===== src/rtl/mac_stream.sv =====
// mac_stream: streaming 16-lane pixel x weight multiply-accumulate.
// Each accepted beat is reduced to one full-width partial sum (stage 1). That
// partial is added into a saturating or wrapping accumulator one edge later
// (stage 2). After BEATS beats the result is held until the consumer takes it.
module mac_stream #(
   parameter int unsigned LANES    = 16,
   parameter int unsigned DW       = 8,
   parameter int unsigned BEATS    = 49,
   parameter int unsigned ACCW     = 32,
   parameter int unsigned SIGNED_W = 1,
   parameter int unsigned SAT      = 1
) (
   input  logic                  clk,
   input  logic                  rst,
   input  logic                  in_valid,
   output logic                  in_ready,
   input  logic [LANES*DW-1:0]   pixels,
   input  logic [LANES*DW-1:0]   weights,
   output logic [ACCW-1:0]       sum,
   output logic                  out_valid,
   input  logic                  out_ready,
   output logic                  ovf
);

   localparam int unsigned PSW = 2*DW + 1 + $clog2(LANES);
   localparam int unsigned EW  = ((ACCW > PSW) ? ACCW : PSW) + 2;
   localparam int unsigned CW  = (BEATS > 1) ? $clog2(BEATS) : 1;
   localparam int unsigned MW  = 2*DW + 2;

   localparam logic signed [EW-1:0] SMAX = {{(EW-ACCW+1){1'b0}}, {(ACCW-1){1'b1}}};
   localparam logic signed [EW-1:0] SMIN = {{(EW-ACCW+1){1'b1}}, {(ACCW-1){1'b0}}};
   localparam logic signed [EW-1:0] UMAX = {{(EW-ACCW){1'b0}}, {ACCW{1'b1}}};

   typedef enum logic [1:0] {ACCUM, FLUSH, HOLD} state_t;

   state_t                 state;
   logic [CW-1:0]          cnt;
   logic signed [PSW-1:0]  part;
   logic signed [PSW-1:0]  psum;
   logic [ACCW-1:0]        acc;
   logic [ACCW-1:0]        acc_n;
   logic                   ovf_c;
   logic                   accept;
   logic signed [DW:0]     pe;
   logic signed [DW:0]     we;
   logic signed [MW-1:0]   prod;
   logic signed [EW-1:0]   acc_x;
   logic signed [EW-1:0]   add_x;
   logic                   hi;
   logic                   lo;

   assign in_ready = (state == ACCUM) && !rst;
   assign accept   = in_valid && in_ready;
   assign sum      = acc;

   // Stage-1 combinational: per-lane products summed at full width
   always_comb begin
      psum = '0;
      pe   = '0;
      we   = '0;
      prod = '0;
      for (int unsigned i = 0; i < LANES; i++) begin
         pe = $signed({1'b0, pixels[i*DW +: DW]});
         if (SIGNED_W != 0)
            we = $signed({weights[i*DW+DW-1], weights[i*DW +: DW]});
         else
            we = $signed({1'b0, weights[i*DW +: DW]});
         prod = MW'(pe) * MW'(we);
         psum = psum + PSW'(prod);
      end
   end

   // Stage-2 combinational: widened add with range detection and optional clamp
   always_comb begin
      if (SIGNED_W != 0)
         acc_x = EW'($signed(acc));
      else
         acc_x = $signed(EW'(acc));
      add_x = acc_x + EW'(part);
      if (SIGNED_W != 0) begin
         hi = add_x > SMAX;
         lo = add_x < SMIN;
      end else begin
         hi = add_x > UMAX;
         lo = 1'b0;
      end
      ovf_c = hi | lo;
      acc_n = add_x[ACCW-1:0];
      if (SAT != 0) begin
         if (hi) begin
            if (SIGNED_W != 0)
               acc_n = {1'b0, {(ACCW-1){1'b1}}};
            else
               acc_n = '1;
         end else if (lo) begin
            acc_n = {1'b1, {(ACCW-1){1'b0}}};
         end
      end
   end

   // Control FSM, stage-1 partial register, accumulator and result flags
   always_ff @(posedge clk) begin
      if (rst) begin
         state     <= ACCUM;
         cnt       <= '0;
         part      <= '0;
         acc       <= '0;
         out_valid <= 1'b0;
         ovf       <= 1'b0;
      end else begin
         // a bubble loads zero so stage 2 can add unconditionally
         part <= accept ? psum : '0;
         case (state)
            ACCUM: begin
               acc <= acc_n;
               ovf <= ovf | ovf_c;
               if (accept) begin
                  if (cnt == CW'(BEATS-1)) begin
                     cnt   <= '0;
                     state <= FLUSH;
                  end else begin
                     cnt <= cnt + 1'b1;
                  end
               end
            end
            FLUSH: begin
               acc       <= acc_n;
               ovf       <= ovf | ovf_c;
               out_valid <= 1'b1;
               state     <= HOLD;
            end
            HOLD: begin
               if (out_ready) begin
                  acc       <= '0;
                  ovf       <= 1'b0;
                  out_valid <= 1'b0;
                  state     <= ACCUM;
               end
            end
            default: state <= ACCUM;
         endcase
      end
   end

endmodule


===== config.mk =====
export PLATFORM = sky130hd
export DESIGN_NAME = mac_stream
export DESIGN_NICKNAME = d
export VERILOG_FILES = /design/src/rtl/mac_stream.sv
export SDC_FILE = /design/constraint.sdc
export NUM_CORES = 2
export LEC_CHECK = 0
export BUFFER_PORTS_ARGS = -buffer_cell sky130_fd_sc_hd__buf_2
export CAP_MARGIN = 20
export CORE_MARGIN = 8
export CORE_UTILIZATION = 45
export CTS_CLUSTER_DIAMETER = 30
export DETAILED_ROUTE_END_ITERATION = 7
export GPL_TIMING_DRIVEN = 0
export SYNTH_ARGS = -nofsm -noshare
export SYNTH_HDL_FRONTEND = slang
export SYNTH_SLANG_ARGS = --single-unit

===== constraint.sdc =====
create_clock -name clk -period 15.03 [get_ports clk]
set_input_delay 2.2545 -clock clk [delete_from_list [all_inputs] [get_ports clk]]
set_output_delay 2.2545 -clock clk [all_outputs]
set_load 0.05 [all_outputs]

==> results.json <==
{
  "die_area_um2": 103000,
  "fin_crit_sh_pct": 75.1,
  "synth_adder_area_share_pct": 66.0,
  "numCtsBuffers": 9,
  "hold_depth": 2,
  "cp.arrival_ps": 11530,
  "clock_sinks": 63,
  "maxCapViolCount": 0,
  "start_util_pct": 45.3,
  "r2r_cells": 11,
  "rsz0062_at_grt": "no",
  "first_pass_iters": 5,
  "synthCells": 4361,
  "io_buffers": 289,
  "antenna_found_initial": 6,
  "drtAntennaViolNets": 0,
  "synth-main-ff-cell": "dfxtp_1",
  "path_clk_slew_ps": 50,
  "via_per_inst": 4.83,
  "syn_nets": 6213,
  "ys_seq_elements": 63,
  "n_fill_cell": 8968,
  "max_stage_delay_ps": 530,
  "postCtsSetupBuffers": 0,
  "regToRegEndpoint": "sum[10]$_SDFFE_PP0P_",
  "yosys.cell_types.count": 68,
  "h-tree-depth": 3,
  "outcome": "completed",
  "synth-seq-area-share_pct": 3.00,
  "synth_top_family_by_area": "adder cells",
  "chipHeight_um": 322,
  "dpl_cell_area_um2": 45100,
  "pre_cts_ws_ps": 3420,
  "routedWlPerCell_um": 18.7,
  "core-area_um2": 92900,
  "cp-start-kind": "primary input",
  "clk_latency_ps": 330,
  "hold_path_end": "state[0]$_SDFFE_PP0P_",
  "crit_top_cell": "fa_1",
  "hold_viol": 0,
  "syn_to_final_growth_pct": 7.94,
  "nets": 6513,
  "dp_hpwl_um": 103000,
  "worst_slack_ps": 3740,
  "crit_type": "in -> reg",
  "min_period_ps": 11290,
  "layout_common_cells": "1278 x inv_1, 1046 x fa_1, 580 x and2_1, 546 x ha_1, 343 x nand2_1",
  "track_usage_pct": 22.0,
  "synthTopCellsByArea": "fa_1 50%, ha_1 16%, inv_1 11%",
  "cts_resized": 0,
  "routed_wl_um": 111000,
  "required_ps": 15270,
  "hold_path.class": "reg -> reg",
  "synth.cell_area_um2": 42100,
  "max_slew_margin_pct": 47.7,
  "clock-skew-final_ps": 7.78,
  "synth_edf_count": 0,
  "yosysTopAreaCell": "fa_1",
  "vias": 28623,
  "path_max_fanout": 11,
  "final_common_cell": "inv_1",
  "setup_tns_ps": 0,
  "synthMuxAreaShare_pct": 0.0476,
  "rr_startpoint": "part[20]$_SDFF_PP0_",
  "place_congestion": 0.882,
  "maxSlewViolCount": 0,
  "core.rowCount": 112,
  "min_from": "cnt[5]$_SDFFE_PP0P_",
  "die_w_um": 322,
  "synth-compound-area-share_pct": 3.13,
  "synth_simple_gate_area_share_pct": 14.6,
  "grt_pass1_vias": 31676,
  "yosysWarningCount": 0,
  "cts.hold.buffers_added": 0,
  "grt_max_degree": 14,
  "synth_top_area_share_pct": 49.8,
  "post-route-cell-area_um2": 45400,
  "reg2reg_setup_slack_ps": 11770,
  "ios": 295,
  "gr-total-overflow": 0,
  "cts-root-buf": "clkbuf_16",
  "finalSetupViolations": 0,
  "synth_area_per_cell_um2": 9.64,
  "crit_path_end_kind": "flop",
  "cts_tree": "yes",
  "synth_xor_area_share_pct": 1.40,
  "ys_async_sr_fraction_pct": 0,
  "drive_gt1_share_pct": 7.01,
  "grt_pass1_wl_um": 177000,
  "drcViolationCount": 0,
  "fmax_mhz": 88.6,
  "worstMarginPinSlew_ps": 778,
  "cts_buffer_depth": 2,
  "critPathSlowestCell": "fa_1",
  "drt_iter0_markers": 1383
}
-- registers in the layout, indices dropped and copies added (netlist names) --
signal	count
cnt	6
sum	32
out_valid	1
part	21
ovf	1
state	2
-- critical path, delay by kind of cell --
kind                       cells  cell delay [ps]
muxes                          1              220
and+or+nand+nor                2              440
buffers and inverters         10             1070
AOI/OAI and AO/OA              5             1490
adders and majority gates     13             6050
-- kinds of logic (layout without fill, tap and decap cells) --
| kind of cell | Yosys count | after routing |
|---|---|---|
| simple gates | 1161 | 1161 |
| flops | 63 | 63 |
| compound gates | 170 | 170 |
| mux | 2 | 2 |
| xor+xnor | 67 | 67 |
| other cells | 0 | 5 |
| fa+ha+maj | 1592 | 1592 |
| buf+inv | 1306 | 1610 |
-- per-layer routing --
layer  share of wire (%)  wire, µm  vias to the layer above  GRT usage, %
met2                  51     56100                      585          39.1
met5                   0         0                        -             0
li1                    -         -                    13308             -
met3                 4.4      4910                       85          2.47
met1                  43     47600                    14645          29.3
met4                 1.7      1860                        0          3.72
-- final cells by class --
cell class / instances / area, µm² / share of cell area [%]
clock buffer: 11 / 243 / 0.535
tap: 1254 / 1570 / 3.46
inverter: 1283 / 4820 / 10.6
multi-input combinational: 2992 / 35800 / 79.0
antenna: 5 / 12.5 / 0.0276
timing repair buffer: 289 / 1450 / 3.19
sequential: 63 / 1260 / 2.78
clock inverter: 4 / 70.1 / 0.154
buffer: 23 / 133 / 0.292
-- synthesized netlist by cell type (all sizes together), types with 4 or more instances --
library cell  instances
inv                1278
xnor2                40
nand4                 7
nand3                 8
a221o                31
a211oi                6
nor3                  8
nand2b               44
or3                   5
a31oi                 6
nand2               343
ha                  546
buf                   7
or2                   4
clkinv                5
fa                 1046
o21a                  7
nor2                114
a21oi                38
xor2                 27
a21o                 25
and2                581
o211ai                7
nor4                  4
nor2b                26
dfxtp                63
and3                  9
clkbuf               16
o21ai                22
-- how the worst max path moves through the flow --
stage	from	end	slack [ps]	cells after the start
6_report	weights[103]	part[19]$_SDFF_PP0_	3740	31
2_1_floorplan	weights[123]	part[19]$_SDFF_PP0_	4400	31
5_1_grt	weights[103]	part[19]$_SDFF_PP0_	3230	31
3_5_place_dp	weights[103]	part[19]$_SDFF_PP0_	3420	31
3_3_place_gp	weights[103]	part[19]$_SDFF_PP0_	3380	31
4_1_cts	weights[103]	part[19]$_SDFF_PP0_	3740	31
-- through the flow --
| step | std cells | hold slack, ps | util [%] |
|---|---|---|---|
| floorplan | 4361 | 444 | - |
| detailed placement | 5904 | 467 | 48.5 |
| global route | 5922 | 507 | 48.9 |
| CTS | 5919 | 478 | 48.8 |
| global placement | 5904 | 467 | 48.5 |
| finish | 5924 | 474 | 48.9 |
Power is not shown: default switching activity piles up to over one toggle a cycle in this logic, so the estimate is an artifact.
